### config.mk
export PLATFORM = sky130hd
export DESIGN_NAME = safe_lock_ctrl
export DESIGN_NICKNAME = d
export VERILOG_FILES = /design/src/rtl/safe_lock_pkg.sv /design/src/rtl/safe_lock_timer.sv /design/src/rtl/safe_lock_ctrl.sv
export SDC_FILE = /design/constraint.sdc
export NUM_CORES = 1
export LEC_CHECK = 0
export CORE_MARGIN = 5
export CORE_UTILIZATION = 40
export DETAILED_ROUTE_END_ITERATION = 7
export GPL_ROUTABILITY_DRIVEN = 0
export SLEW_MARGIN = 30
export SYNTH_ARGS = -nofsm -noshare
export SYNTH_HDL_FRONTEND = slang
export SYNTH_HIERARCHICAL = 1
export SYNTH_SLANG_ARGS = --single-unit
### constraint.sdc
create_clock -name clk -period 2.9 [get_ports clk]
set_input_delay 0.29 -clock clk [delete_from_list [all_inputs] [get_ports clk]]
set_output_delay 0.29 -clock clk [all_outputs]
set_load 0.01 [all_outputs]
### src/rtl/safe_lock_pkg.sv
// -----------------------------------------------------------------------------
// safe_lock_pkg
// Shared types and default constants for the serial safe lock controller.
//   lock_state_e        : controller state encoding (IDLE, COLLECT, UNLOCK,
//                         FAIL, LOCKOUT)
//   DEF_*               : default parameter values used by safe_lock_ctrl
// Optional feature macro used by the controller: SAFE_LOCK_PROG_EN
// -----------------------------------------------------------------------------
package safe_lock_pkg;

    typedef enum logic [2:0] {
        IDLE    = 3'd0,
        COLLECT = 3'd1,
        UNLOCK  = 3'd2,
        FAIL    = 3'd3,
        LOCKOUT = 3'd4
    } lock_state_e;

    localparam int unsigned DEF_CODE_LEN       = 4;
    localparam logic [3:0]  DEF_CODE           = 4'b1011;
    localparam int unsigned DEF_MAX_TRIES      = 3;
    localparam int unsigned DEF_LOCKOUT_CYCLES = 16;
    localparam int unsigned DEF_TIMEOUT_CYCLES = 32;

endpackage

### src/rtl/safe_lock_timer.sv
// -----------------------------------------------------------------------------
// safe_lock_timer
// Loadable down-counter. A load makes the counter hold CYCLES; it then counts
// down once per clock and rests at zero. expired_o is high during the last
// counted cycle (count == 1), so a consumer that leaves its state on
// expired_o stays exactly CYCLES cycles after the load edge.
// Ports:
//   clk       in  system clock (rising edge)
//   rst       in  asynchronous active-high reset
//   load_i    in  reload the counter with CYCLES at this edge
//   expired_o out last cycle of the counted interval
// -----------------------------------------------------------------------------
module safe_lock_timer #(
    parameter int unsigned CYCLES = 16
) (
    input  logic clk,
    input  logic rst,
    input  logic load_i,
    output logic expired_o
);

    localparam int unsigned W = $clog2(CYCLES + 1);

    logic [W-1:0] count_q, count_d;

    always_comb begin
        count_d = count_q;
        if (load_i) begin
            count_d = W'(CYCLES);
        end else if (count_q != '0) begin
            count_d = count_q - 1'b1;
        end
    end

    always_ff @(posedge clk or posedge rst) begin
        if (rst) begin
            count_q <= '0;
        end else begin
            count_q <= count_d;
        end
    end

    assign expired_o = (count_q == W'(1));

endmodule

### src/rtl/safe_lock_ctrl.sv
// -----------------------------------------------------------------------------
// safe_lock_ctrl
// Serial unlock controller. Collects a CODE_LEN-bit code MSB first, gives a
// one-cycle verdict only after the last bit, counts consecutive failures,
// enforces a timed lockout and aborts entries that stall.
// Ports:
//   clk          in   system clock (rising edge)
//   rst          in   asynchronous active-high reset
//   ser_val      in   serial bit valid
//   ser_data     in   serial code bit
//   code_wr      in   code write strobe        (SAFE_LOCK_PROG_EN only)
//   code_in      in   new code, CODE_LEN bits  (SAFE_LOCK_PROG_EN only)
//   output_val   out  verdict strobe (one cycle)
//   output_data  out  verdict: 1 = unlock, 0 = wrong code / timeout
//   locked       out  high for the whole lockout period
//   fail_count   out  consecutive failure count
// Macro SAFE_LOCK_PROG_EN: when defined, the code lives in a register that can
// be rewritten once after each successful unlock.
// -----------------------------------------------------------------------------
module safe_lock_ctrl
    import safe_lock_pkg::*;
#(
    parameter int unsigned         CODE_LEN       = DEF_CODE_LEN,
    parameter logic [CODE_LEN-1:0] CODE           = CODE_LEN'(DEF_CODE),
    parameter int unsigned         MAX_TRIES      = DEF_MAX_TRIES,
    parameter int unsigned         LOCKOUT_CYCLES = DEF_LOCKOUT_CYCLES,
    parameter int unsigned         TIMEOUT_CYCLES = DEF_TIMEOUT_CYCLES
) (
    input  logic                             clk,
    input  logic                             rst,
    input  logic                             ser_val,
    input  logic                             ser_data,
`ifdef SAFE_LOCK_PROG_EN
    input  logic                             code_wr,
    input  logic [CODE_LEN-1:0]              code_in,
`endif
    output logic                             output_val,
    output logic                             output_data,
    output logic                             locked,
    output logic [$clog2(MAX_TRIES+1)-1:0]   fail_count
);

    localparam int unsigned IDX_W = $clog2(CODE_LEN);
    localparam int unsigned FC_W  = $clog2(MAX_TRIES + 1);

    lock_state_e         state_q, state_d;
    logic [IDX_W-1:0]    idx_q, idx_d;
    logic                mism_q, mism_d;
    logic [FC_W-1:0]     fc_q, fc_d;
    logic [FC_W-1:0]     fc_inc;
    logic [CODE_LEN-1:0] code_cur;
    logic [CODE_LEN-1:0] code_rev;
    logic [IDX_W-1:0]    cmp_idx;
    logic                bit_mis;
    logic                to_load, to_expired;
    logic                lo_load, lo_expired;

    // Bit-reversed copy so that received bit k lines up with code_rev[k].
    generate
        for (genvar gi = 0; gi < CODE_LEN; gi++) begin : g_rev
            assign code_rev[gi] = code_cur[CODE_LEN-1-gi];
        end
    endgenerate

    // idx_q keeps its last value after an entry, so IDLE always compares bit 0.
    assign cmp_idx = (state_q == COLLECT) ? idx_q : '0;
    assign bit_mis = ser_data ^ code_rev[cmp_idx];
    assign fc_inc  = (fc_q == FC_W'(MAX_TRIES)) ? fc_q : fc_q + 1'b1;

    safe_lock_timer #(.CYCLES(TIMEOUT_CYCLES)) u_timeout (
        .clk       (clk),
        .rst       (rst),
        .load_i    (to_load),
        .expired_o (to_expired)
    );

    safe_lock_timer #(.CYCLES(LOCKOUT_CYCLES)) u_lockout (
        .clk       (clk),
        .rst       (rst),
        .load_i    (lo_load),
        .expired_o (lo_expired)
    );

    always_comb begin
        state_d = state_q;
        idx_d   = idx_q;
        mism_d  = mism_q;
        fc_d    = fc_q;
        to_load = 1'b0;
        lo_load = 1'b0;
        unique case (state_q)
            IDLE: begin
                if (ser_val) begin
                    idx_d   = IDX_W'(1);
                    mism_d  = bit_mis;
                    to_load = 1'b1;
                    state_d = COLLECT;
                end
            end
            COLLECT: begin
                // An arriving bit takes priority over a timeout on the same edge.
                if (ser_val) begin
                    to_load = 1'b1;
                    mism_d  = mism_q | bit_mis;
                    if (idx_q == IDX_W'(CODE_LEN - 1)) begin
                        if (mism_q | bit_mis) begin
                            state_d = FAIL;
                            fc_d    = fc_inc;
                        end else begin
                            state_d = UNLOCK;
                            fc_d    = '0;
                        end
                    end else begin
                        idx_d = idx_q + 1'b1;
                    end
                end else if (to_expired) begin
                    state_d = FAIL;
                    fc_d    = fc_inc;
                end
            end
            UNLOCK: begin
                state_d = IDLE;
            end
            FAIL: begin
                if (fc_q == FC_W'(MAX_TRIES)) begin
                    state_d = LOCKOUT;
                    lo_load = 1'b1;
                end else begin
                    state_d = IDLE;
                end
            end
            LOCKOUT: begin
                if (lo_expired) begin
                    state_d = IDLE;
                    fc_d    = '0;
                end
            end
            default: begin
                state_d = IDLE;
            end
        endcase
    end

    always_ff @(posedge clk or posedge rst) begin
        if (rst) begin
            state_q <= IDLE;
            idx_q   <= '0;
            mism_q  <= 1'b0;
            fc_q    <= '0;
        end else begin
            state_q <= state_d;
            idx_q   <= idx_d;
            mism_q  <= mism_d;
            fc_q    <= fc_d;
        end
    end

`ifdef SAFE_LOCK_PROG_EN
    logic [CODE_LEN-1:0] code_q, code_d;
    logic                armed_q, armed_d;
    logic                accept;

    assign accept = ser_val && ((state_q == IDLE) || (state_q == COLLECT));

    // A rewrite is only honoured in IDLE right after a successful unlock.
    always_comb begin
        code_d  = code_q;
        armed_d = armed_q;
        if (state_q == UNLOCK) begin
            armed_d = 1'b1;
        end else if (accept) begin
            armed_d = 1'b0;
        end
        if (code_wr && armed_q && (state_q == IDLE)) begin
            code_d  = code_in;
            armed_d = 1'b0;
        end
    end

    always_ff @(posedge clk or posedge rst) begin
        if (rst) begin
            code_q  <= CODE;
            armed_q <= 1'b0;
        end else begin
            code_q  <= code_d;
            armed_q <= armed_d;
        end
    end

    assign code_cur = code_q;
`else
    assign code_cur = CODE;
`endif

    assign output_val  = (state_q == UNLOCK) || (state_q == FAIL);
    assign output_data = (state_q == UNLOCK);
    assign locked      = (state_q == LOCKOUT);
    assign fail_count  = fc_q;

endmodule

# Yosys cells after proc, flatten, opt, wreduce, memory -nomap -nowiden
# Cells that the tools add are included.
# Widths: inputs -> output; s select.
[totals]
inputBits = 4
output_inout_bits = 5
regBits = 19
[op_classes]
n_lt_le_gt_ge = 1
eq_ne = 14
reduce_logical = 13
n_mux = 33
bitwise = 2
add_sub_neg = 4
[ops]
columns = ["cell", "count"]
rows = [
  ["$mux 2", 10],
  ["$mux 3", 6],
  ["$mux 6", 2],
  ["$pmux 3 s4", 1],
  ["$reduce_and 4->1", 3],
  ["$mux 5", 2],
  ["$mux 1", 8],
  ["$pmux 2 s2", 2],
  ["$reduce_bool 2->1", 4],
  ["$eq 3x2->1 const B", 2],
  ["$eq 6x1->1 const B", 1],
  ["$ne 2x2->1 const B", 3],
  ["$reduce_bool 6->1", 1],
  ["$sub 6x1->6 const B", 1],
  ["$eq 5x1->1 const B", 1],
  ["$reduce_bool 5->1", 1],
  ["$sub 5x1->5 const B", 1],
  ["$add 2x1->2 const B", 2],
  ["$eq 2x2->1 const B", 2],
  ["$eq 3x1->1 const B", 1],
  ["$eq 3x3->1 const B", 1],
  ["$logic_not 3->1", 1],
  ["$lt 2x3->1 const B", 1],
  ["$ne 3x2->1 const B", 1],
  ["9 further kinds", 9],
]

# Depth between registers and ports, before layout
# Gate-level depths: netlist of run 1.
[depth]
ltp_word = 10
ltp_mapped = 7
ltp_nobuf = 7

# By module
# The synthesis of run 1 kept the hierarchy.
[by_module_without_submodules]
columns = ["module", "seq_area_each_um2", "cells_per_inst", "area_per_inst_um2", "instances"]
rows = [
  ["safe_lock_ctrl", 200.2, 48, 450.4, 1],
  ["safe_lock_timer (u_timeout)", 150.1, 34, 342.8, 1],
  ["safe_lock_timer (u_lockout)", 125.1, 27, 271.5, 1],
]

# Least setup slack after synthesis of run 1
# No wires, ideal clock.
[synth_timing]
path_type = "register to register"
from = "register u_timeout.count_q[0]"
to = "register u_timeout.count_q[1]"
slack_ns = 1.379
stages_incl_launch_ff = 6
arrival_time_ns = 1.389
setup_time_ns = 0.132
period_less_slack_ns = 1.521
path_cell_list = "dfrtp_1 > inv_1 > ha_1 > or3b_2 > nor4_1 > a211oi_1"
[synth_between]
elab_chain_cells = 3
elab_cells_between_ends = 5
cone_classes = "add/sub: 1; mux: 2; reduce/logical: 2"
[synth_rtl]
columns = ["element", "line_no", "source"]
rows = [
  ["start: declaration", "safe_lock_timer.sv:24", "logic [W-1:0] count_q, count_d;"],
  ["start signal: assignment", "safe_lock_timer.sv:39", "count_q <= count_d;"],
  ["$sub 6x1->6", "safe_lock_timer.sv:31", "count_d = count_q - 1'b1;"],
  ["$mux 6", "safe_lock_timer.sv:30", "end else if (count_q != '0) begin"],
  ["$mux 6", "safe_lock_timer.sv:28", "if (load_i) begin"],
]
# Parallel ways exist; a longest one is shown, timed or not. The select of a mux whose other input is x is not followed.
# A chain may end at the register's enable or synchronous reset.

# Worst setup path in the final report of run 1
[layout_timing]
from = "register state_q[0]"
to = "output port locked"
[layout_between]
elab_chain_cells = 1
[layout_rtl]
columns = ["element", "line_no", "source"]
rows = [
  ["start: declaration", "safe_lock_ctrl.sv:46", "lock_state_e state_q, state_d;"],
  ["start signal: assignment", "safe_lock_ctrl.sv:151", "state_q <= state_d;"],
  ["$eq 3x3->1", "safe_lock_ctrl.sv:197", "assign locked = (state_q == LOCKOUT);"],
  ["end: declaration", "safe_lock_ctrl.sv:39", "output logic locked,"],
]
# No other way between the ends.

==> impl_metrics.yaml, run 1 <==
floorplan:
  rows: 18
  die_area_um2: 3790
  start_util_pct: 42.2
  core_area_um2: 2520
  ios: 9
  die_x_um: 61.6
  die_h_um: 61.6
min_path:
  min_path_type: "in2async"
timing:
  skew_ns: 0.00207
  setup_tns_ns: 0
  fin_crit_sh_pct: 70.8
  tightest_slew_ns: 0.434
  final_max_slew_viol_count: 0
  fin_crit_ns: 2.05
  hold_viol: 0
  holdWs_ns: 0.257
  rsz0062_at_grt: "false"
  max_freq_mhz: 487
  slew_headroom_pct: 71.0
  setup_ws_ns: 0.848
  setup_viol: 0
setup_path:
  cpPeakStageDelay_ns: 0.61
  cp_slowest_cell: "clkdlybuf4s50_1"
  startpoint_type: "flip-flop"
  ff2ff_setup_slack_ns: 1.20
  path_cells: "nor3b_1 > clkdlybuf4s50_1"
  endpoint_kind: "primary output"
  path_buf_inv: 1
  regToRegStartpoint: "u_timeout/count_q[0]"
  ff2ff_path_depth: 5
  critPathArrivalTime_ns: 1.76
  cp_max_fo: 8
  r2r_end: "u_timeout/count_q[1]"
  crit_type: "reg2out"
  crit_required_ns: 2.61
  path_delay_family: "buffers and inverters"
yosys:
  synth_area_per_cell_um2: 9.77
  yosysWarnings: 6
  synthCells: 109
  synth_area_um2: 1060
  synth_cell_types: 37
  synth_edf_count: 0
  synthArstFlopShare_pct: 100
  synthTopCellsByCount: "dfrtp_1 (19), nor2_1 (13), inv_1 (12)"
  ys.flop_type: "dfrtp_1"
  yosys_register_bits: 19
  ys_seq_area_share_pct: 44.7
  synth_area_leaders: "dfrtp_1 (45%), ha_1 (5.9%), nor2_1 (4.6%)"
  synth.top_cell.area_share_pct: 44.7
  synth_nets: 118
  synth_largest_area_cell: "dfrtp_1"
  synth.most_common_cell: "dfrtp_1"
drt:
  drc: 0
  vias: 793
  ant_nets: 0
  viasPerCell: 5.25
  wl_um: 1930
  dr.pass1.iters: 4
  routedWlPerCell_um: 12.8
  drtIter0Drc: 11
clock_network:
  clk_path_buf_depth: 2
  post_cts_buffers: 0
  numCtsBuffers: 3
  tritoncts: "yes"
  cts.sinks: 19
  clk_pin_slew_ns: 0.12
  cts.repair.resized: 0
  cts_root_buf: "clkbuf_4"
  cts_max_level: 1
  cts-hold-fix-buffers: 0
  clkLatencyLatePin_ns: 0.30
final_layout:
  antenna_cells: 0
  fin_nets: 131
  area_growth_pct: 13.9
  layout-drive-gt1-share_pct: 13.2
  stdcell_area_um2: 1210
flow_run:
  drv_cap: 0
placed_design:
  pre_cts_slack_ns: 1.18
  place_area_um2: 1180
  dp_hpwl_um: 1480
  port_buffers: 8
grt:
  grt_pass1_wl_um: 3240
  grt_max_degree: 13
  grt_overflow: 0
  track_usage_pct: 11.4
  antenna_found_initial: 0
  grt_pass1_vias: 780
outcome:
  status: "finished clean"
power:
  vdd.ir_drop.worst_mv: 0.505
  power_density_nw_per_um2: 1010
  p_leak_nw: 0.553
-- per-stage QoR --
stage	cells	util [%]	total power, mW
after global placement	147	46.9	1.07
after detailed placement	147	46.9	1.09
after floorplan	109	-	0.939
after CTS	151	48.1	1.24
final	151	48.1	1.22
after global routing	151	48.1	1.33
-- logic make-up (layout without fill, tap and decap cells) --
group,count (synthesis),after routing,share of synthesized area [%]
muxes,4,4,4.11
adders and majority gates,5,5,5.88
and+or+nand+nor,43,43,23.3
AOI/OAI and AO/OA,23,23,15.4
buffers and inverters,12,24,4.23
xor gates and xnor gates,3,3,2.47
DFF,19,19,44.7
-- final cells by class --
cell class | count | area, um^2
timing repair buffer | 8 | 80.1
multi-input combinational | 78 | 544
inverter | 12 | 45.0
fill | 259 | 1310
tap | 30 | 37.5
clock inverter | 1 | 7.51
sequential | 19 | 475
clock buffer | 3 | 22.5
-- report_power, final --
part	total, mW	switching, mW	internal (mW)
registers	0.504	0.123	0.381
logic	0.576	0.276	0.300
clock network	0.142	0.0899	0.0526
-- cells in the final DEF (no fill, tap or decap), drive strengths merged, types with 3 or more instances in the layout --
cell	Yosys	routed
xnor2	3	3
clkdlybuf4s50	0	8
ha	5	5
nand3	3	3
o21ai	6	6
dfrtp	19	19
inv	12	12
a21oi	5	5
clkbuf	0	3
nor2	13	13
nand2	7	7
mux2	3	3
nor3b	3	3
nand2b	4	4
-- worst register-to-register path, cell delays in order (launching register included) --
cell      delay (ns)
dfrtp_1         0.44
inv_1           0.10
ha_1            0.27
or3b_2          0.48
nor4_1          0.21
a211oi_1        0.09
-- how the worst max path moves through the flow --
stage | from | end | slack [ns] | cells after the start
detailed placement | state_q[0] | locked | 1.18 | 2
global route | state_q[0] | locked | 0.69 | 2
floorplan | u_timeout/count_q[0] | u_timeout/count_q[1] | 1.38 | 5
finish | state_q[0] | locked | 0.85 | 2
CTS | state_q[0] | locked | 0.83 | 2
global placement | state_q[0] | locked | 1.20 | 2
-- sequential cells by signal (all words and copies together) (netlist names) --
signal and flops:
fail_count 2, idx_q 2, mism_q 1, state_q 3, u_lockout/count_q 5, u_timeout/count_q 6
-- per-layer routing --
metal	track usage, %	share of wire, %
met1	15.6	51
met2	16.7	44
met3	4.19	4.5
met4	3.33	0.98
met5	0	0
No activity file was read; power rests on OpenSTA's default activity.
==> inputs of run 2 (changes only) <==
clock period = 1.95 ns   (was 2.9 ns; I/O delays follow)
==> impl_metrics.yaml, run 2 (synthesis gave the netlist of run 1 again) <==
drt:
  wl_um: 1840
  drtIter0Drc: 25
  vias: 784
  drc: 0
  ant_nets: 0
  routedWlPerCell_um: 12.2
  viasPerCell: 5.19
  dr.pass1.iters: 4
final_layout:
  final_core_util_pct: 48.2
  layout-drive-gt1-share_pct: 14.0
  fin_nets: 131
  reg_top3: "u_timeout/count_q x6, u_lockout/count_q x5, state_q x3"
  mostFrequentLayoutCell: "dfrtp_1"
  area_growth_pct: 14.1
  top_register: "u_timeout/count_q"
  stdcell_area_um2: 1210
  fillerInstances: 231
  antenna_cells: 0
  largest_reg_flops: 6
  most-common-layout-cells: "dfrtp_1 (19), nor2_1 (13), inv_1 (12)"
clock_network:
  numCtsBuffers: 3
  tritoncts: "yes"
  clk_path_buf_depth: 2
  cts-hold-fix-buffers: 0
  clkLatencyLatePin_ns: 0.29
  clk_pin_slew_ns: 0.11
  cts_root_buf: "clkbuf_4"
  cts.sinks: 19
  cts_max_level: 1
power:
  p_total_mw: 1.80
  swShare_pct: 39.5
  p_leak_nw: 0.558
  clkPwrFrac_pct: 10.8
  comb_power_share_pct: 47.5
  power_density_nw_per_um2: 1480
  vdd.ir_drop.worst_mv: 0.794
  sequentialPowerShare_pct: 41.7
  p_sw_uw: 713
  p_int_mw: 1.09
setup_path:
  endpoint_kind: "primary output"
  cpPeakStageDelay_ns: 0.58
  cp_max_fo: 8
  crit_required_ns: 1.75
  critPathArrivalTime_ns: 1.63
  crit_type: "reg2out"
  cp_slowest_cell: "clkdlybuf4s50_1"
  path_cells: "nor3b_2 > clkdlybuf4s50_1"
  startpoint_type: "flip-flop"
grt:
  busiest_layer: "met2"
  grt_pass1_wl_um: 3090
  grt_overflow: 0
  grt_pass1_vias: 727
  use_met1_pct: 14.7
  antenna_found_initial: 0
  grt_max_degree: 12
  met2_usage_pct: 16.7
  gr-usage-met3_pct: 3.77
  track_usage_pct: 11.0
timing:
  max_freq_mhz: 549
  hold_viol: 0
  fin_crit_ns: 1.82
  fin_crit_sh_pct: 93.3
  setup_viol: 0
  final_max_slew_viol_count: 0
  skew_ns: 0.00234
  tightest_slew_ns: 0.433
  rsz0062_at_grt: "false"
  setup_tns_ns: 0
  slew_headroom_pct: 71.0
  setup_ws_ns: 0.130
outcome:
  status: "finished clean"
floorplan:
  die_h_um: 61.6
  core_area_um2: 2520
  ios: 9
  die_area_um2: 3790
  rows: 18
  die_x_um: 61.6
  start_util_pct: 42.2
placed_design:
  pre_cts_slack_ns: 0.295
  port_buffers: 8
  dp_hpwl_um: 1440
  place_area_um2: 1180
flow_run:
  drv_cap: 0
min_path:
  min_path_type: "in2async"
-- run 2: cell count changes in the layout (fill, tap and decap cells not counted), sizes merged --
cell      previous run  this run
clkinv               0         1
clkinvlp             1         0
-- run 2: worst paths after layout --
path,cells after the start,start,slack [ns],end
worst max-delay path,2,state_q[0],0.13,locked
worst min-delay path,2,rst,0.16,u_lockout/count_q[4]
worst max register to register,5,u_timeout/count_q[0],0.30,u_timeout/count_q[1]
worst min register to register,1,idx_q[0],0.51,idx_q[0]
max in group asynchronous,2,rst,1.49,fail_count[0]
min in group clk,1,idx_q[0],0.51,idx_q[0]
-- run 2: routing by layer --
metal  up-vias  share of wire, %
li1        404                 -
met1       366                51
met2        12                43
met3         2               5.1
met4         0              0.92
met5         -                 0
-- run 2: critical path: cells and delay by family, from the launching register on --
family | cells | cell delay [ns]
buffers and inverters | 1 | 0.58
flip-flops | 1 | 0.48
AND/OR/NAND/NOR | 1 | 0.28
-- run 2: stage by stage --
stage,std cells,hold WS [ns]
6_report,151,0.158
5_1_grt,151,0.158
4_1_cts,151,0.159
3_5_place_dp,147,0.496
3_3_place_gp,147,0.483
2_1_floorplan,109,-0.0265
-- run 2: layout make-up --
cell class | instances | area [um^2] | share of cell area, %
Clock buffer | 3 | 22.5 | 1.85
Inverter | 12 | 45.0 | 3.71
Tap cell | 30 | 37.5 | 3.09
Clock inverter | 1 | 5.00 | 0.412
Multi-Input combinational cell | 78 | 549 | 45.2
Timing Repair Buffer | 8 | 80.1 | 6.59
Sequential cell | 19 | 475 | 39.1
-- run 2: what timing repair did --
action	in CTS	in global routing
setup endpoints to repair	1	0
resized for setup	1	0
setup buffers	0	0
hold endpoints to repair	0	0
-- run 2: power by group through the flow --
stage	logic [mW]	registers, mW	clock network [mW]
2_1_floorplan	0.672	0.725	0
3_3_place_gp	0.844	0.752	0
3_5_place_dp	0.858	0.756	0
4_1_cts	0.864	0.749	0.209
5_1_grt	0.969	0.780	0.234
6_report	0.856	0.752	0.194
==> inputs of run 3 (changes only) <==
CAP_MARGIN = 20   (was default)
clock period = 1.5 ns   (was 1.95 ns; I/O delays follow)
==> impl_metrics.yaml, run 3 (synthesis gave the netlist of run 1 again) <==
placed_design:
  port_buffers: 8
  dp_hpwl_um: 1630
setup_path:
  cp_max_fo: 3
  cpPeakStageDelay_ns: 0.43
  cp_slowest_cell: "or4_4"
  path_delay_family: "simple AND/OR/NAND/NOR gates"
  startpoint_type: "flip-flop"
  crit_type: "reg2reg"
  crit_required_ns: 1.74
  path_cells: "buf_4 > or4_4 > or4_1 > nand3b_1"
  endpoint_kind: "flip-flop"
  path_buf_inv: 1
  critPathArrivalTime_ns: 1.80
grt:
  grt_pass1_vias: 889
  track_usage_pct: 13.1
  grt_overflow: 0
  grt_pass1_wl_um: 3710
  grt_max_degree: 12
  antenna_found_initial: 0
floorplan:
  die_x_um: 61.6
  core_area_um2: 2520
  die_area_um2: 3790
  rows: 18
  start_util_pct: 42.2
  die_h_um: 61.6
  ios: 9
power:
  power_density_nw_per_um2: 2000
  clkPwrFrac_pct: 9.1
  p_leak_nw: 0.675
  p_sw_mw: 1.13
  vdd.ir_drop.worst_mv: 1.23
  p_int_mw: 1.73
  p_total_mw: 2.86
  sequentialPowerShare_pct: 33.7
  swShare_pct: 39.5
  comb_power_share_pct: 57.1
drt:
  viasPerCell: 5.18
  ant_nets: 0
  vias: 875
  drc: 0
  dr.pass1.iters: 4
  drtIter0Drc: 35
  wl_um: 2240
  routedWlPerCell_um: 13.2
clock_network:
  cts_max_level: 1
  clk_pin_slew_ns: 0.12
  cts.sinks: 19
  clkLatencyLatePin_ns: 0.30
  numCtsBuffers: 3
  clk_path_buf_depth: 2
  tritoncts: "yes"
  cts-hold-fix-buffers: 0
  cts_root_buf: "clkbuf_4"
final_layout:
  area_growth_pct: 34.2
  top_register: "u_timeout/count_q"
  layout-drive-gt1-share_pct: 36.0
  antenna_cells: 0
  largest_reg_flops: 6
  reg_top3: "u_timeout/count_q x6, u_lockout/count_q x5, state_q x3"
  most-common-layout-cells: "dfrtp_1 (18), buf_4 (18), nor2_1 (11)"
  fin_nets: 149
timing:
  setup_ws_ns: -0.0590
  fin_crit_ns: 1.56
  rsz0062_at_grt: "true"
  tightest_slew_ns: 0.476
  hold_viol: 0
  holdWs_ns: 0.104
  fin_crit_sh_pct: 104
  slew_headroom_pct: 68.1
  skew_ns: 0.0107
  max_freq_mhz: 641
  final_max_slew_viol_count: 0
  setup_viol: 2
min_path:
  min_path_type: "in2async"
outcome:
  status: "finished with violations"
  violations: "negative setup slack"
flow_run:
  drv_cap: 0
run 3: cell count changes in the layout (fill, tap and decap cells not counted), moves of 2 or more:
cell | before | now
buf_4 | 0 | 18
clkdlybuf4s50_1 | 8 | 5
dlygate4sd2_1 | 0 | 3
ha_1 | 5 | 2
ha_4 | 0 | 2
inv_1 | 12 | 8
inv_2 | 0 | 3
nor2_1 | 13 | 11
nor2_2 | 0 | 2
xnor2_1 | 3 | 1
xnor2_2 | 0 | 2
run 3: layout make-up:
cell class                 instances  area (um^2)
inverter                          12         47.5
tap                               30         37.5
sequential                        19          477
multi-input combinational         78          628
clock buffer                       3         22.5
fill                             221         1090
clock inverter                     1         5.00
timing repair buffer              26          211
run 3: worst paths after layout:
| path | slack (ns) | end | cells past startpoint | start |
|---|---|---|---|---|
| worst max-delay path | -0.06 | u_timeout/count_q[5] | 4 | u_timeout/count_q[1] |
| worst min-delay path | 0.10 | u_lockout/count_q[4] | 2 | rst |
| worst max register to register | -0.06 | u_timeout/count_q[5] | 4 | u_timeout/count_q[1] |
| worst min register to register | 0.52 | u_lockout/count_q[4] | 1 | u_lockout/count_q[4] |
| max in group asynchronous | 1.10 | fail_count[1] | 2 | rst |
| min in group clk | 0.52 | u_lockout/count_q[4] | 1 | u_lockout/count_q[4] |
run 3: routing by layer:
layer | track usage, % | wire, um | vias to the layer above
met4 | 4.85 | 15 | 0
met5 | 0 | 0 | -
met1 | 17.4 | 1090 | 421
met2 | 20.8 | 1070 | 10
li1 | - | - | 442
met3 | 2.73 | 62 | 2
run 3: power by group through the flow:
stage                     clock network (mW)  logic, mW  registers (mW)
after floorplan                            0      0.879           0.942
after global placement                     0       1.29           0.952
after detailed placement                   0       1.32           0.961
after CTS                              0.277       1.43           0.949
after global routing                   0.306       1.82           0.988
final                                  0.261       1.64           0.965
run 3: per-stage QoR:
stage	setup slack, ns	setup TNS, ns	std cells	utilization, %	cell area, um^2
6_report	-0.0590	-0.0962	169	56.6	1430
5_1_grt	-0.115	-0.341	169	56.6	1430
4_1_cts	-0.0515	-0.104	167	53.7	1350
3_5_place_dp	-0.0314	-0.0726	158	50.2	1270
3_3_place_gp	-0.0113	-0.0113	158	50.2	1270
2_1_floorplan	0.00230	0	109	-	1070
run 3: timing repair:
item | in CTS | in global routing
pin swaps | 3 | 8
buffers inserted | 5 | 2
gates resized for setup | 10 | 14
setup endpoints to repair | 9 | 11
